--- config.mk ---
export PLATFORM = sky130hd
export DESIGN_NAME = spi_slave_flat
export DESIGN_NICKNAME = d
export VERILOG_FILES = /design/src/rtl/spi_slave_pkg.sv /design/src/rtl/spi_slave_if.sv /design/src/rtl/spi_slave_sync_edge.sv /design/src/rtl/spi_slave.sv /design/src/flat_wrapper.sv
export SDC_FILE = /design/constraint.sdc
export NUM_CORES = 1
export LEC_CHECK = 0
export BUFFER_PORTS_ARGS = -buffer_cell sky130_fd_sc_hd__buf_2
export CORE_MARGIN = 4
export CORE_UTILIZATION = 40
export CTS_CLUSTER_DIAMETER = 60
export CTS_CLUSTER_SIZE = 14
export DETAILED_ROUTE_END_ITERATION = 10
export GPL_TIMING_DRIVEN = 0
export SYNTH_ARGS = -nofsm -noshare
export SYNTH_HDL_FRONTEND = slang
export SYNTH_SLANG_ARGS = --single-unit
--- constraint.sdc ---
create_clock -name clk -period 1.4 [get_ports clk]
set_input_delay 0.14 -clock clk [delete_from_list [all_inputs] [get_ports clk]]
set_output_delay 0.14 -clock clk [all_outputs]
set_load 0.02 [all_outputs]
--- src/rtl/spi_slave_pkg.sv ---
// spi_slave_pkg: shared SPI definitions.
//   spi_mode_t       - the four CPOL/CPHA modes, encoded {cpol, cpha}
//   spi_state_t      - slave FSM state, also exported on the debug port
//   spi_mode()       - CPOL/CPHA to mode encoding
//   sample_on_rising - 1 when the sampling edge of sclk is the rising edge
//   change_on_rising - 1 when the shifting (change) edge is the rising edge
package spi_slave_pkg;

  typedef enum logic [1:0] {
    MODE0 = 2'd0,
    MODE1 = 2'd1,
    MODE2 = 2'd2,
    MODE3 = 2'd3
  } spi_mode_t;

  typedef enum logic {
    ST_IDLE   = 1'b0,
    ST_ACTIVE = 1'b1
  } spi_state_t;

  function automatic spi_mode_t spi_mode(input logic cpol, input logic cpha);
    return spi_mode_t'({cpol, cpha});
  endfunction

  // Data is sampled on the rising edge whenever CPOL and CPHA agree.
  function automatic logic sample_on_rising(input logic cpol, input logic cpha);
    return cpol == cpha;
  endfunction

  function automatic logic change_on_rising(input logic cpol, input logic cpha);
    return cpol != cpha;
  endfunction

endpackage

--- src/rtl/spi_slave_if.sv ---
// spi_slave_if: user-side word interface of the SPI slave.
//   tx_data/tx_valid/tx_ready - word to send on MISO during the next transfer
//   rx_data/rx_valid/rx_ready - word received from MOSI
// Handshake: a word moves when valid and ready are both high at a rising
// clk edge; the producer holds valid (and data) stable until that edge, and
// ready may depend on nothing but the consumer's own state.
// Modports: slave = the SPI slave block, master = the user logic.
interface spi_slave_if #(
  parameter int DATA_WIDTH = 16
) ();

  logic [DATA_WIDTH-1:0] tx_data;
  logic                  tx_valid;
  logic                  tx_ready;
  logic [DATA_WIDTH-1:0] rx_data;
  logic                  rx_valid;
  logic                  rx_ready;

  modport slave (
    input  tx_data,
    input  tx_valid,
    output tx_ready,
    output rx_data,
    output rx_valid,
    input  rx_ready
  );

  modport master (
    output tx_data,
    output tx_valid,
    input  tx_ready,
    input  rx_data,
    input  rx_valid,
    output rx_ready
  );

endinterface

--- src/rtl/spi_slave_sync_edge.sv ---
// spi_slave_sync_edge: STAGES-deep synchronizer for an asynchronous input,
// followed by a registered copy of the synchronized level and registered
// rise/fall pulses (one clk cycle wide).
//   clk, rst  - system clock, synchronous active-high reset
//   d         - asynchronous input
//   q         - synchronized level (reset to RESET_VAL)
//   rise/fall - one-cycle pulses on a synchronized 0->1 / 1->0 change
// Pin-to-q and pin-to-pulse latency is STAGES+1 cycles.
module spi_slave_sync_edge #(
  parameter int   STAGES    = 2,
  parameter logic RESET_VAL = 1'b0
) (
  input  logic clk,
  input  logic rst,
  input  logic d,
  output logic q,
  output logic rise,
  output logic fall
);

  logic [STAGES-1:0] sync_q;

  always_ff @(posedge clk) begin
    if (rst) begin
      sync_q <= {STAGES{RESET_VAL}};
      q      <= RESET_VAL;
      rise   <= 1'b0;
      fall   <= 1'b0;
    end else begin
      sync_q <= {sync_q[STAGES-2:0], d};
      q      <= sync_q[STAGES-1];
      // Pulses compare the newest synchronized value with the held level,
      // so they line up with the cycle in which q takes the new value.
      rise   <= sync_q[STAGES-1] & ~q;
      fall   <= ~sync_q[STAGES-1] & q;
    end
  end

endmodule

--- src/rtl/spi_slave.sv ---
// spi_slave: SPI slave endpoint, oversampling sclk/ss/mosi on clk.
//   clk, rst              - system clock, synchronous active-high reset
//   sclk, mosi, ss        - SPI pins from the master (ss active low)
//   miso, miso_oe         - serial data to the master and its output enable
//   bus (slave modport)   - tx/rx word handshakes to user logic
//   busy                  - transfer in progress
//   rx_overrun            - pulse: unread rx word overwritten
//   tx_underrun           - pulse: word load found no TX word waiting
//   dbg_state             - FSM state, for observation only
// Words are DATA_WIDTH bits, MSB first. Back-to-back words under one ss are
// supported: each completed word re-arms a load for the next change edge.
module spi_slave
  import spi_slave_pkg::*;
#(
  parameter int CLK_POLARITY = 0,
  parameter int CLK_PHASE    = 0,
  parameter int DATA_WIDTH   = 16,
  parameter int SYNC_STAGES  = 2
) (
  input  logic       clk,
  input  logic       rst,
  input  logic       sclk,
  input  logic       mosi,
  input  logic       ss,
  output logic       miso,
  output logic       miso_oe,
  spi_slave_if.slave bus,
  output logic       busy,
  output logic       rx_overrun,
  output logic       tx_underrun,
  output spi_state_t dbg_state
);

  localparam logic CPOL        = (CLK_POLARITY != 0);
  localparam logic CPHA        = (CLK_PHASE != 0);
  localparam logic SAMPLE_RISE = sample_on_rising(CPOL, CPHA);
  localparam int   CW          = $clog2(DATA_WIDTH);
  localparam logic [CW-1:0] LAST_BIT = CW'(DATA_WIDTH - 1);

  // Synchronized pin events
  logic sclk_rise, sclk_fall, sclk_level_unused;
  logic ss_rise, ss_fall, ss_level_unused;
  logic mosi_s, mosi_rise_unused, mosi_fall_unused;

  spi_slave_sync_edge #(.STAGES(SYNC_STAGES), .RESET_VAL(CPOL)) u_sync_sclk (
    .clk  (clk),
    .rst  (rst),
    .d    (sclk),
    .q    (sclk_level_unused),
    .rise (sclk_rise),
    .fall (sclk_fall)
  );

  // ss resets to its idle (deselected) level so reset never looks like a fall.
  spi_slave_sync_edge #(.STAGES(SYNC_STAGES), .RESET_VAL(1'b1)) u_sync_ss (
    .clk  (clk),
    .rst  (rst),
    .d    (ss),
    .q    (ss_level_unused),
    .rise (ss_rise),
    .fall (ss_fall)
  );

  spi_slave_sync_edge #(.STAGES(SYNC_STAGES), .RESET_VAL(1'b0)) u_sync_mosi (
    .clk  (clk),
    .rst  (rst),
    .d    (mosi),
    .q    (mosi_s),
    .rise (mosi_rise_unused),
    .fall (mosi_fall_unused)
  );

  logic sample_edge, change_edge;
  assign sample_edge = SAMPLE_RISE ? sclk_rise : sclk_fall;
  assign change_edge = SAMPLE_RISE ? sclk_fall : sclk_rise;

  // FSM
  spi_state_t state_q, state_d;
  logic       start_xfer, stop_xfer, sample_act, change_act;

  always_ff @(posedge clk) begin
    if (rst) state_q <= ST_IDLE;
    else     state_q <= state_d;
  end

  // A rising ss suppresses any sclk edge seen in the same cycle, so a
  // sample coinciding with deselect never completes a word.
  always_comb begin
    state_d    = state_q;
    start_xfer = 1'b0;
    stop_xfer  = 1'b0;
    sample_act = 1'b0;
    change_act = 1'b0;
    case (state_q)
      ST_IDLE: begin
        if (ss_fall) begin
          state_d    = ST_ACTIVE;
          start_xfer = 1'b1;
        end
      end
      ST_ACTIVE: begin
        if (ss_rise) begin
          state_d   = ST_IDLE;
          stop_xfer = 1'b1;
        end else begin
          sample_act = sample_edge;
          change_act = change_edge;
        end
      end
      default: state_d = ST_IDLE;
    endcase
  end

  // Datapath
  logic [DATA_WIDTH-1:0] tx_hold;
  logic                  tx_full;
  logic [DATA_WIDTH-1:0] tx_shift;
  // Only DATA_WIDTH-1 bits need storing: the last bit arrives straight
  // from mosi_s on the completing sample edge.
  logic [DATA_WIDTH-2:0] rx_shift;
  logic [DATA_WIDTH-1:0] rx_next;
  logic [DATA_WIDTH-1:0] rx_data_q;
  logic                  rx_valid_q;
  logic [CW-1:0]         bit_cnt;
  logic                  load_pending;
  logic                  word_load, word_done, tx_write;

  assign rx_next   = {rx_shift, mosi_s};
  assign tx_write  = bus.tx_valid && !tx_full;
  // With CPHA=0 the first bit must be on MISO before the first edge, so the
  // ss fall itself performs the load.
  assign word_load = (start_xfer && !CPHA) || (change_act && load_pending);
  assign word_done = sample_act && (bit_cnt == LAST_BIT);

  always_ff @(posedge clk) begin
    if (rst) begin
      tx_hold      <= '0;
      tx_full      <= 1'b0;
      tx_shift     <= '0;
      rx_shift     <= '0;
      rx_data_q    <= '0;
      rx_valid_q   <= 1'b0;
      bit_cnt      <= '0;
      load_pending <= 1'b0;
      rx_overrun   <= 1'b0;
      tx_underrun  <= 1'b0;
    end else begin
      rx_overrun  <= 1'b0;
      tx_underrun <= 1'b0;

      // Holding register: tx_write can only happen while empty, so a load in
      // the same cycle sees the old (empty) content and the new word stays.
      if (tx_write) begin
        tx_hold <= bus.tx_data;
        tx_full <= 1'b1;
      end else if (word_load) begin
        tx_full <= 1'b0;
      end

      if (stop_xfer) begin
        // Partial words in both directions are dropped; tx_hold is kept.
        tx_shift     <= '0;
        rx_shift     <= '0;
        bit_cnt      <= '0;
        load_pending <= 1'b0;
      end else begin
        if (start_xfer) begin
          bit_cnt      <= '0;
          rx_shift     <= '0;
          load_pending <= CPHA;
        end

        if (word_load) begin
          tx_shift    <= tx_full ? tx_hold : '0;
          tx_underrun <= !tx_full;
        end else if (change_act) begin
          tx_shift <= tx_shift << 1;
        end

        if (change_act && load_pending) load_pending <= 1'b0;

        if (sample_act) begin
          rx_shift <= rx_next[DATA_WIDTH-2:0];
          if (word_done) begin
            bit_cnt      <= '0;
            load_pending <= 1'b1;
          end else begin
            bit_cnt <= bit_cnt + 1'b1;
          end
        end
      end

      // A completing word always wins over a same-cycle accept.
      if (word_done) begin
        rx_data_q  <= rx_next;
        rx_valid_q <= 1'b1;
        rx_overrun <= rx_valid_q && !bus.rx_ready;
      end else if (rx_valid_q && bus.rx_ready) begin
        rx_valid_q <= 1'b0;
      end
    end
  end

  assign busy         = (state_q == ST_ACTIVE);
  assign miso_oe      = busy;
  assign miso         = miso_oe ? tx_shift[DATA_WIDTH-1] : 1'b0;
  assign bus.tx_ready = !tx_full;
  assign bus.rx_data  = rx_data_q;
  assign bus.rx_valid = rx_valid_q;
  assign dbg_state    = state_q;

endmodule

--- src/flat_wrapper.sv ---
// flat-port wrapper written by rule: the top's interface ports become plain ports
module spi_slave_flat import spi_slave_pkg::*;
#(
  parameter int CLK_POLARITY = 0,
  parameter int CLK_PHASE    = 0,
  parameter int DATA_WIDTH   = 16,
  parameter int SYNC_STAGES  = 2
)
  (clk, rst, sclk, mosi, ss, miso, miso_oe, busy, rx_overrun, tx_underrun, dbg_state, bus_tx_data, bus_tx_valid, bus_tx_ready, bus_rx_data, bus_rx_valid, bus_rx_ready);
  spi_slave_if #(.DATA_WIDTH(DATA_WIDTH)) bus_i ();
  input  logic clk;
  input  logic rst;
  input  logic sclk;
  input  logic mosi;
  input  logic ss;
  output logic miso;
  output logic miso_oe;
  output logic busy;
  output logic rx_overrun;
  output logic tx_underrun;
  output spi_state_t dbg_state;
  input wire logic [$bits(bus_i.tx_data)-1:0] bus_tx_data;
  input wire logic [$bits(bus_i.tx_valid)-1:0] bus_tx_valid;
  output wire logic [$bits(bus_i.tx_ready)-1:0] bus_tx_ready;
  output wire logic [$bits(bus_i.rx_data)-1:0] bus_rx_data;
  output wire logic [$bits(bus_i.rx_valid)-1:0] bus_rx_valid;
  input wire logic [$bits(bus_i.rx_ready)-1:0] bus_rx_ready;
  assign bus_i.tx_data = bus_tx_data;
  assign bus_i.tx_valid = bus_tx_valid;
  assign bus_tx_ready = bus_i.tx_ready;
  assign bus_rx_data = bus_i.rx_data;
  assign bus_rx_valid = bus_i.rx_valid;
  assign bus_i.rx_ready = bus_rx_ready;
  spi_slave #(.CLK_POLARITY(CLK_POLARITY), .CLK_PHASE(CLK_PHASE), .DATA_WIDTH(DATA_WIDTH), .SYNC_STAGES(SYNC_STAGES)) u_core (.clk(clk), .rst(rst), .sclk(sclk), .mosi(mosi), .ss(ss), .miso(miso), .miso_oe(miso_oe), .bus(bus_i), .busy(busy), .rx_overrun(rx_overrun), .tx_underrun(tx_underrun), .dbg_state(dbg_state));
endmodule
# Yosys cells after proc, flatten, opt, wreduce, memory -nomap -nowiden
# Index checks and enable logic that the tools add are counted.
# Widths: inputs -> output; s select.
[op_classes] reduce_logical=15 n_addsub=1 n_mux=27 eq_ne=1 bitwise=11
[op_table] operator="$mux 16" n=3
[op_table] operator="$mux 15" n=2
[op_table] operator="$mux 1" n=18
[op_table] operator="$mux 4" n=3
[op_table] operator="$reduce_bool 2->1" n=4
[op_table] operator="$not 1->1" n=7
[op_table] operator="$logic_and 1x1->1" n=5
[op_table] operator="$add 4x1->4 const B" n=1
[op_table] operator="$and 1x1->1" n=4
[op_table] operator="$eq 4x4->1 const B" n=1
[op_table] operator="$reduce_or 2->1" n=2
[op_table] operator="$reduce_or 3->1" n=1
[op_table] operator="$logic_not 1->1" n=2
[op_table] operator="$pmux 1 s2" n=1
[op_table] operator="$logic_or 1x1->1" n=1
[word_totals] regBits=86 elab_cells=76 input_bits=23

# Depth between registers and ports, before layout
# Gate-level depths: netlist (run 1).
[depth] word_depth=6 mapped_depth=8

# Cells and area by module
# From an unflattened synthesis (run 1), not the netlist that was laid out.
[unflattened] cells_unflattened=404 hier_area_um2=3517.1
[by_module_without_submodules] mod="spi_slave" area_per_inst_um2=3115.5 cells_each=374 n_inst=1
[by_module_without_submodules] mod="spi_slave_sync_edge" area_per_inst_um2=133.9 cells_each=10 n_inst=3

# Least setup slack after synthesis (run 1)
# No wires, ideal clock.
[synth_timing] path_type="register to register" start="register u_core.state_q, in the netlist u_core.busy" end="register u_core.tx_shift[5]" n_path_buf=4 path_stages_with_launch=9 path_slack_ns=-0.136 setup_ns=0.125 required_time_ns=1.275 arrival_ns=1.411 cell_sequence="dfxtp_1 > buf_6 > nor2b_2 > buf_6 > or2_1 > buf_4 > buf_6 > nand3_1 > a31oi_1"
[synth_via] elab_chain_cells=4 elab_cells_between_ends=8
[synth_lines] item="from (decl)" line_no="spi_slave.sv:78" text="spi_state_t state_q, state_d;"
[synth_lines] item="from (signal assigned)" line_no="spi_slave.sv:83" text="else state_q <= state_d;"
[synth_lines] item="$mux 1" line_no="spi_slave.sv:94" text="case (state_q)"
[synth_lines] item="$logic_and 1x1->1" line_no="spi_slave.sv:132" text="assign word_load = (start_xfer && !CPHA) || (change_act && load_pending);"
[synth_lines] item="$logic_or 1x1->1" line_no="spi_slave.sv:132"
[synth_lines] item="$mux 16 / $reduce_bool 2->1 (equally long branches)"
[synth_lines] item="to (signal assigned)" line_no="spi_slave.sv:174" text="tx_shift <= tx_full ? tx_hold : '0;"
[synth_lines] item="to (signal assigned)" line_no="spi_slave.sv:177" text="tx_shift <= tx_shift << 1;"
[synth_lines] item="to (decl)" line_no="spi_slave.sv:117" text="logic [DATA_WIDTH-1:0] tx_shift;"
# Parallel ways exist; a longest one is shown, timed or not.
# A chain may end at the register's enable or synchronous reset.

# Worst setup path in the final report (run 1)
[layout_timing] start="register u_core.bit_cnt[1]" end="register u_core.rx_data_q[9], in the netlist u_core.bus.rx_data[9]"
[layout_via] elab_chain_cells=2
[layout_lines] item="from (decl)" line_no="spi_slave.sv:124" text="logic [CW-1:0] bit_cnt;"
[layout_lines] item="from (signal assigned)" line_no="spi_slave.sv:188" text="bit_cnt <= bit_cnt + 1'b1;"
[layout_lines] item="$eq 4x4->1" line_no="spi_slave.sv:133" text="assign word_done = sample_act && (bit_cnt == LAST_BIT);"
[layout_lines] item="$logic_and 1x1->1" line_no="spi_slave.sv:133"
[layout_lines] item="to (signal assigned)" line_no="spi_slave.sv:195" text="rx_data_q <= rx_next;"
[layout_lines] item="to (decl)" line_no="spi_slave.sv:122" text="logic [DATA_WIDTH-1:0] rx_data_q;"
# No other way between the ends.

==> metrics.txt, run 1 <==
critical path startpoint category flop; Vias/cell a little under 5; number of I/O port buffers 46; Die Area 0.00936 mm2; Final Hold Viols 0; total number of clock tree sinks 86; failing checks negative setup slack; critical path type flop to flop; ratio of cells with drive above 1 in the final layout between 20% and 30%; # DRC 0; H-tree depth 3; Synth Register Bits 86; drt pass-1 iters 4; status complete, but fails checks; Clock Power Share between 40% and 50%; max-cap viol count 0; Leak Pwr 1.56 nW; gate count of the mapped netlist 363; Comb pwr share 6.0%; Fillers 744; synthesized net count 387; Worst-Skew Late Latency 0.35 ns; Rel. slew slack between 60% and 70%; max-slew violations 0; Placer Congestion 0.752; Slew @ Worst Pin ~0.56 ns; initial antenna violation count 0; CTS tree yes; syn_area_per_cell between 8 and 9 um2; chip width 96.7 um; Core Region 0.00769 mm2; gr ovfl total 0; Ys Warns 0; total global-route track usage between 10% and 20%; setup slack at placement -0.203 ns; RSZ-0062 raised after global routing true; routed wire length 7180 um; slowest stage cell, crit path dfxtp_4; Initial Util 41.0%; Non-Filler Instances 539; setup ws final -0.00147 ns; Area growth, synth to finish 28.6%; P_int 0.00363 W; arrival time worst endpoint 1.62 ns; Min-Delay Path Class input port to flop; Peak VDD IR 0.000545 V; Sequential Power Share roughly 54%; crit-path cells ha_4 -> nand3_4 -> or2_4 -> clkbuf_16 -> nand2_2 -> a21oi_1; Net Sw Power 0.00108 W; FMAX a little over 0.7 GHz; dpl cells 511; die height 96.7 um; Core Util, Final 52.7%; dpl hpwl 4670 um; Longest Clk Path Bufs 2; clk_skew approximately 0.012 ns; fin crit share 100%; critical path data required time 1.62 ns; first-pass GRT wire length 11500 um; sequential-to-total area share from yosys stat 54.7%; Final #Nets 456; Cell Area, Synth 0.00315 mm2; max incr delay on CP 0.38 ns; pin count of the biggest net entering global routing 15; clock root buffer master clkbuf_8; Tmin final roughly 1.4 ns; CP endpoint kind flop; number of global-route vias before repair 2404; Power Dens Cells 1160 mW/mm2; I/O pin total 47; Site Rows 32; DR iter-0 viols ~170; setup violators final 1; Clk pin slew, worst setup/hold paths 0.09 ns; Final ANT Viol Nets 0; DR WL/cell between 10 and 15 um; sw frac between 20 and 25%; Cell variety after synth 33; worst-path fanout max 5; Inserted Diodes 0; routed via count 2658; CTS buffer count 9
[power groups by stage]
stage          registers (W)  logic (W)  clock network [W]
3_5_place_dp         0.00259   0.000258                  0
5_1_grt              0.00254   0.000320            0.00204
3_3_place_gp         0.00259   0.000253                  0
4_1_cts              0.00254   0.000263            0.00192
6_report             0.00253   0.000284            0.00189
2_1_floorplan        0.00258   0.000173                  0
[metal layers]
metal	share of wire [%]	vias to the layer above	global-route usage, %
met1	48	1225	20.2
met4	1.2	0	5.51
met3	4.2	9	4.04
li1	-	1367	-
met2	46	57	22.7
met5	0	-	0
[synth_stat cells]
cell	instances	area [um2]
nor2b_2	1	8.76
mux2i_1	1	10.0
nor2_2	2	12.5
and2_1	2	12.5
nor2_1	23	86.3
buf_2	10	50.1
buf_6	5	56.3
xnor2_1	1	8.76
nand3b_1	1	7.51
o22ai_1	1	6.26
a21oi_1	39	195
a31oi_1	15	93.8
ha_1	1	12.5
nor2_4	1	11.3
nand3_1	19	95.1
a21o_4	1	15.0
a21o_1	1	7.51
nor3_1	2	10.0
or2_1	3	18.8
inv_1	3	11.3
a211oi_1	1	7.51
and3b_1	2	17.5
nand2b_1	1	6.26
buf_4	4	30.0
a22oi_1	16	120
nand2_1	81	304
clkbuf_1	10	37.5
o21ai_0	15	75.1
or2_2	3	18.8
nor2b_1	8	50.1
dfxtp_1	86	1720
a21oi_2	1	8.76
nor3b_1	3	22.5
[final cells by class]
class                           count  area [um2]  area share, %
Buffer                             25         179           4.42
Clock buffer                       11         131           3.24
Clock inverter                      5        82.6           2.04
Inverter                            3        11.3          0.278
Multi-Input combinational cell    246        1400           34.5
Sequential cell                    86        1740           42.9
Tap cell                          102         128           3.15
Timing Repair Buffer               61         385           9.52
[through the flow]
step / TNS, ns / area, um2 / total power, W / hold WS (ns)
after floorplan: 0 / 3160 / 0.00276 / 0.244
after global placement: -2.74 / 3510 / 0.00284 / 0.352
after detailed placement: -3.49 / 3510 / 0.00285 / 0.352
after CTS: -0.00343 / 3780 / 0.00472 / 0.00237
after global routing: -0.490 / 4050 / 0.00490 / 0.00344
final: -0.00147 / 4050 / 0.00470 / 0.0171
[layout by cell type (no fill, tap or decap), drive strengths merged, types with 3 or more instances in the layout]
master  netlist  routed
a21oi        40      40
a22oi        16      16
a31oi        15      15
buf          19      72
clkbuf       10      23
dfxtp        86      86
inv           3       4
nand2        81      81
nand3        19      19
nor2         26      26
nor2b         9       9
nor3b         3       3
o21ai        15      15
or2           6       7
[sequential cells by signal, indices dropped and copies added, names as in the netlist, 2 cells and up]
| name | count |
|---|---|
| u_core.rx_shift | 15 |
| u_core.bus.rx_data | 16 |
| u_core.u_sync_mosi.sync_q | 2 |
| u_core.tx_hold | 16 |
| u_core.u_sync_ss.sync_q | 2 |
| u_core.bit_cnt | 4 |
| u_core.tx_shift | 16 |
| u_core.u_sync_sclk.sync_q | 2 |
[worst max-delay path, delay by kind of cell (launching register included)]
family	cells	cell delay, ns
AOI/OAI and AO/OA	1	0.05
adders and majority gates	1	0.16
DFF	1	0.38
and+or+nand+nor	3	0.50
buffers and inverters	1	0.18
[cell families (layout without fill, tap and decap cells)]
group | count (synthesis) | after routing | share of synthesized area, %
AO/OA/AOI/OAI | 90 | 90 | 16.8
XOR/XNOR | 1 | 1 | 0.278
adder cells (fa/ha/maj) | 1 | 1 | 0.397
buffers and inverters | 32 | 105 | 5.88
flip-flops | 86 | 86 | 54.7
multiplexers | 1 | 1 | 0.318
AND/OR/NAND/NOR | 152 | 153 | 21.7
[worst paths after layout]
| path | to | slack (ns) | cells past startpoint | startpoint |
|---|---|---|---|---|
| max | u_core.bus.rx_data[9] | -0.001 | 6 | u_core.bit_cnt[1] |
| min | u_core.tx_hold[7] | 0.02 | 3 | bus_tx_data[7] |
| max reg2reg | u_core.bus.rx_data[9] | -0.001 | 6 | u_core.bit_cnt[1] |
| min reg2reg | u_core.u_sync_sclk.rise | 0.42 | 1 | u_core.u_sync_sclk.q |
[repair_timing]
item,in CTS,in global routing
pin swaps,2,12
hold buffers,2,0
setup buffers,1,10
hold endpoints to repair,2,0
gates resized for setup,13,50
cloned,1,2
endpoints found under the setup margin,36,50
Power figures use the tool's default switching activity.
==> inputs of run 2 (changes only) <==
ABC_AREA = 1   (was default)
SLEW_MARGIN = 10   (was default)
==> run 2 against run 1 <==
Against the previous run:
- the run now ends clean
- clock skew decreased by 0.0018 ns
- combinational power rose by 3%
- critical path depth is 1 higher
- fmax rose by 8.5%
- power rose by 1.7%
- count of clock-buffer cells in the layout shrank 2
- sequential share of layout area down 0.94 points
- clock power grew 4%
- cell count increased by 14%
- largest cell class unchanged
==> metrics.txt, run 2 <==
Worst-Skew Late Latency approximately 0.35 ns; commonest cells in the netlist nand2_1, dfxtp_1, nor2_1; synthesized net count approximately 460; most common cell in the netlist nand2_1; most frequent CP cell nand3_1; Cell Area, Synth 0.00342 mm2; WHS Path Cells 3; Vias/cell 4.61; critical path depth 7; slowest stage cell, crit path dfxtp_4; initial antenna violation count 0; # DRC 0; Inserted Diodes 0; critical path startpoint category flop; DR WL/cell 11.6 um; Power Dens Cells approximately 1200 mW/mm2; routed via count 2827; Primary FF master, synth dfxtp_1; Core Region 0.00826 mm2; Peak VDD IR 0.000557 V; fin crit share 92.2%; Post-synth EDFFs 0; Area growth, synth to finish 20.7%; I/O pin total between 40 and 50; setup slack at placement -0.157 ns; hold path startpoint bus_tx_data[4]; FMAX roughly 0.77 GHz; CTS tree yes; first-pass GRT wire length 12100 um; worst-path fanout max 10; Ys Warns 0; die height a little over 100 um; Final #Nets 527; Placer Congestion 0.767; Design Power 0.00478 W; reg2reg path depth 7; max-slew violations 0; Final Hold Viols 0; dpl hpwl 4970 um; CTS buffer count 9; Fillers 850; pin count of the biggest net entering global routing 17; final instance area 0.00413 mm2; Clk pin slew, worst setup/hold paths about 0.090 ns; Final ANT Viol Nets 0; CP endpoint kind flop; most frequent cells in the layout nand2_1, dfxtp_1, nor2_1; Cell variety after synth 27; Slew @ Worst Pin 0.441 ns; Seq. cell area 0.00173 mm2; multi-input logic area 0.00142 mm2; number of I/O port buffers 46; setup violators final 0; max-cap viol count 0; Initial Util between 40% and 50%; gate count of the mapped netlist 440; Setup TNS 0 ns; Min-Delay Path Class input port to flop; routed wire length 7110 um; H-tree depth 3; critical path data required time 1.62 ns; clk_skew 0.0100 ns; syn_area_per_cell 7.78 um2; Setup crit start u_core.busy; worst r2r src u_core.busy; total global-route track usage 14.8%; status completed; Die Area 0.0101 mm2; post-synth top area share 50.3%; clock root buffer master clkbuf_8; number of global-route vias before repair 2623; chip width roughly 100 um; gr ovfl total 0; DR iter-0 viols between 100 and 150; Longest Clk Path Bufs 2; critical path type flop to flop; Tmin final 1.29 ns; Synth async-reset ratio 0%; Leak Pwr about 1.7 nW; Site Rows 33; critical path's top delay family flip-flops; total number of clock tree sinks 86; ratio of cells with drive above 1 in the final layout 25.0%; Post-DP Area 0.00379 mm2; worst path bufs/invs 3; setup ws final 0.109 ns; max incr delay on CP 0.45 ns; sequential-to-total area share from yosys stat between 50% and 60%; Synth area leaders dfxtp_1, nand2_1, a21oi_1; drt pass-1 iters 5; commonest non-fill, non-tap cell in the layout nand2_1; Synth Register Bits 86; Rel. slew slack between 70 and 80%; crit-path cells inv_2 -> nand2_4 -> buf_12 -> clkbuf_4 -> nand3_1 -> nand3_1 -> a21oi_1; RSZ-0062 raised after global routing false; arrival time worst endpoint 1.51 ns; largest area contributor in the netlist dfxtp_1
run 2: cell count changes after synthesis, moves of 15 or more:
cell / delta
a31oi_1: -15
nand3_1: +17
nor2_1: +26
a22oi_1: -16
inv_1: +26
nand2_1: +32
run 2: final cells by class:
cell class,instances,area share (%)
flip-flops and latches,86,41.9
multi-input cells,294,34.4
repair buffers,52,6.90
plain buffers,24,4.48
inverters,36,3.63
well taps,105,3.18
clock buffers,9,3.00
clock inverters,7,2.48
run 2: per-stage QoR:
stage | utilization (%) | std cells | hold slack, ns
global route | 50.1 | 613 | 0.0294
floorplan | - | 440 | 0.217
finish | 50.1 | 613 | 0.0394
CTS | 49.5 | 613 | 0.0318
global placement | 45.9 | 591 | 0.320
detailed placement | 45.9 | 591 | 0.328
run 2: worst register-to-register path, delay by kind of cell (launching register included):
family          cells  cell delay (ns)
flops               1             0.45
compound gates      1             0.06
simple gates        3             0.26
buf+inv             3             0.39
run 2: path summary, 6_finish.rpt:
| check | to | slack, ns |
|---|---|---|
| worst max register to register | u_core.tx_shift[7] | 0.11 |
| worst max-delay path | u_core.tx_shift[7] | 0.11 |
| worst min-delay path | u_core.tx_hold[4] | 0.04 |
| worst min register to register | u_core.u_sync_mosi.sync_q[1] | 0.41 |
run 2: metal layers:
layer / vias up / GRT usage (%) / routed length [um]
met1: 1241 / 22.0 / 3630
met2: 52 / 21.4 / 3070
li1: 1523 / - / -
met3: 11 / 2.84 / 297
met4: 0 / 4.97 / 108
met5: - / 0 / 0
run 2: report_power, final:
| group | switching (W) | total (W) | internal [W] |
|---|---|---|---|
| sequential | 0.0000316 | 0.00253 | 0.00250 |
| combinational | 0.000179 | 0.000292 | 0.000113 |
| clock | 0.000932 | 0.00196 | 0.00103 |
| total | 0.00114 | 0.00478 | 0.00364 |
run 2: cells by family after synthesis:
| group | after synthesis | share of synthesized area, % |
|---|---|---|
| and+or+nand+nor | 222 | 28.5 |
| DFF | 86 | 50.3 |
| AOI/OAI and AO/OA | 71 | 11.7 |
| buffers and inverters | 60 | 9.24 |
| adders and majority gates | 1 | 0.365 |
run 2: repair_timing:
action	4_1_cts	5_1_grt
pin swaps	1	1
gates resized for setup	7	18
hold buffers	4	0
endpoints found under the hold margin	5	0
cloned	0	0
buffers inserted	2	0
setup endpoints to repair	52	49
==> inputs of run 3 (changes only) <==
MAX_ROUTING_LAYER = met4   (was default)
PLACE_DENSITY = 0.67   (was default)
==> run 3 against run 2 <==
Against the previous run:
- clock skew increased by 0.0053 ns
- wire length down 0.34%
- cell count increased by 0.16%
- die area unchanged
- via count increased by 2.2%
- fmax down 0.25%
- largest power group unchanged
- highest routed layer unchanged
==> metrics.txt, run 3 (synthesis results as in run 2) <==
I/O pin total 47; ratio of cells with drive above 1 in the final layout 25.1%; fin crit share 92.5%; Area growth, synth to finish 19.9%; Post-DP Area 0.00379 mm2; pin count of the biggest net entering global routing 16; Final #Nets roughly 530; critical path data required time 1.26 ns; Placer Congestion 0.837; commonest non-fill, non-tap cell in the layout nand2_1; FMAX 0.772 GHz; arrival time worst endpoint 1.15 ns; number of I/O port buffers between 40 and 50; total global-route track usage 15.1%; H-tree depth 3; Peak VDD IR about 0.00058 V; CP endpoint kind primary output; initial antenna violation count 0; number of global-route vias before repair 2693; Core Region 0.00826 mm2; drt pass-1 iters 4; reg-to-reg slack, setup 0.11 ns; RSZ-0062 raised after global routing false; # DRC 0; Setup crit start u_core.busy; Tmin final between 1 and 1.5 ns; setup violators final 0; routed via count 2889; dpl hpwl 5070 um; total number of clock tree sinks 86; clock root buffer master clkbuf_8; CTS buffer count 9; critical path type flop to primary output; DR WL/cell 11.5 um; Setup crit end miso; Rel. slew slack 69.8%; setup ws final 0.105 ns; Final ANT Viol Nets 0; Fillers approximately 830; critical path startpoint category flop; clk_skew 0.0154 ns; Reg-to-Reg End u_core.bus.rx_data[15]; Worst-Skew Late Latency 0.35 ns; final instance area 0.00411 mm2; Inserted Diodes 0; max-slew violations 0; Min-Delay Path Class input port to flop; reg2reg path depth 7; Leak Pwr 1.66 nW; chip width 101 um; setup slack at placement -0.124 ns; DR iter-0 viols 157; Seq. cell area about 0.0017 mm2; Clk pin slew, worst setup/hold paths 0.09 ns; status completed; routed wire length 7090 um; Final Hold Viols 0; most frequent cells in the layout nand2_1, dfxtp_1, nor2_1; worst r2r src u_core.bit_cnt[0]; first-pass GRT wire length 12000 um; multi-input logic area 0.00142 mm2; gr ovfl total 0; Power Dens Cells 1090 mW/mm2; Initial Util between 40 and 50%; die height 101 um; Vias/cell between 4 and 5; Design Power 0.00447 W; max-cap viol count 0; Die Area 0.0101 mm2; worst-path fanout max 8; CTS tree yes; Longest Clk Path Bufs 2; Slew @ Worst Pin 0.454 ns; Site Rows 33
## run 3: what timing repair did
action | 4_1_cts | 5_1_grt
pin swaps | 1 | 1
hold buffers | 4 | 0
endpoints found under the hold margin | 5 | 0
gates resized for setup | 3 | 21
endpoints found under the setup margin | 34 | 51
setup buffers | 2 | 1
## run 3: metrics by stage
stage	hold WS, ns	utilization, %	TNS [ns]	cells
after floorplan	0.217	-	0	440
after global placement	0.324	45.9	-1.12	591
after detailed placement	0.335	45.9	-1.31	591
after CTS	0.0328	49.0	0	613
after global routing	0.0354	49.7	0	614
final	0.0404	49.7	0	614
## run 3: layer usage
layer / part of all wire, % / vias to the layer above / GRT usage (%)
met5: 0 / - / -
met4: 1.2 / 0 / 5.60
met3: 2.9 / 7 / 2.98
met2: 46 / 41 / 23.0
met1: 50 / 1315 / 19.9
li1: - / 1526 / -
## run 3: worst max-delay path, stage by stage, from the launching register on
cell and delay [ns]:
dfxtp_4 0.43, buf_4 0.14, nand2_1 0.05, inv_1 0.04, buf_2 0.15
## run 3: layout make-up
cell class,count,share of cell area [%]
Sequential cell,86,42.2
Timing Repair Buffer,53,7.13
Inverter,36,3.66
Clock inverter,5,1.01
Buffer,24,4.51
Clock buffer,11,3.69
Multi-Input combinational cell,294,34.6
Tap cell,105,3.20
## run 3: worst min path at each step
stage,start,end,slack [ns],cells past startpoint
2_1_floorplan,bus_rx_ready,u_core.rx_overrun,0.22,1
3_3_place_gp,ss,u_core.u_sync_ss.sync_q[0],0.32,2
3_5_place_dp,ss,u_core.u_sync_ss.sync_q[0],0.33,2
4_1_cts,bus_tx_data[15],u_core.tx_hold[15],0.03,3
5_1_grt,bus_tx_data[14],u_core.tx_hold[14],0.04,3
6_report,bus_tx_data[13],u_core.tx_hold[13],0.04,3
## run 3: report_power, final
group / leakage, nW / internal [W] / switching (W)
Clock: 0.0978 / 0.000761 / 0.000891
Sequential: 0.701 / 0.00250 / 0.0000301
Combinational: 0.862 / 0.000114 / 0.000182
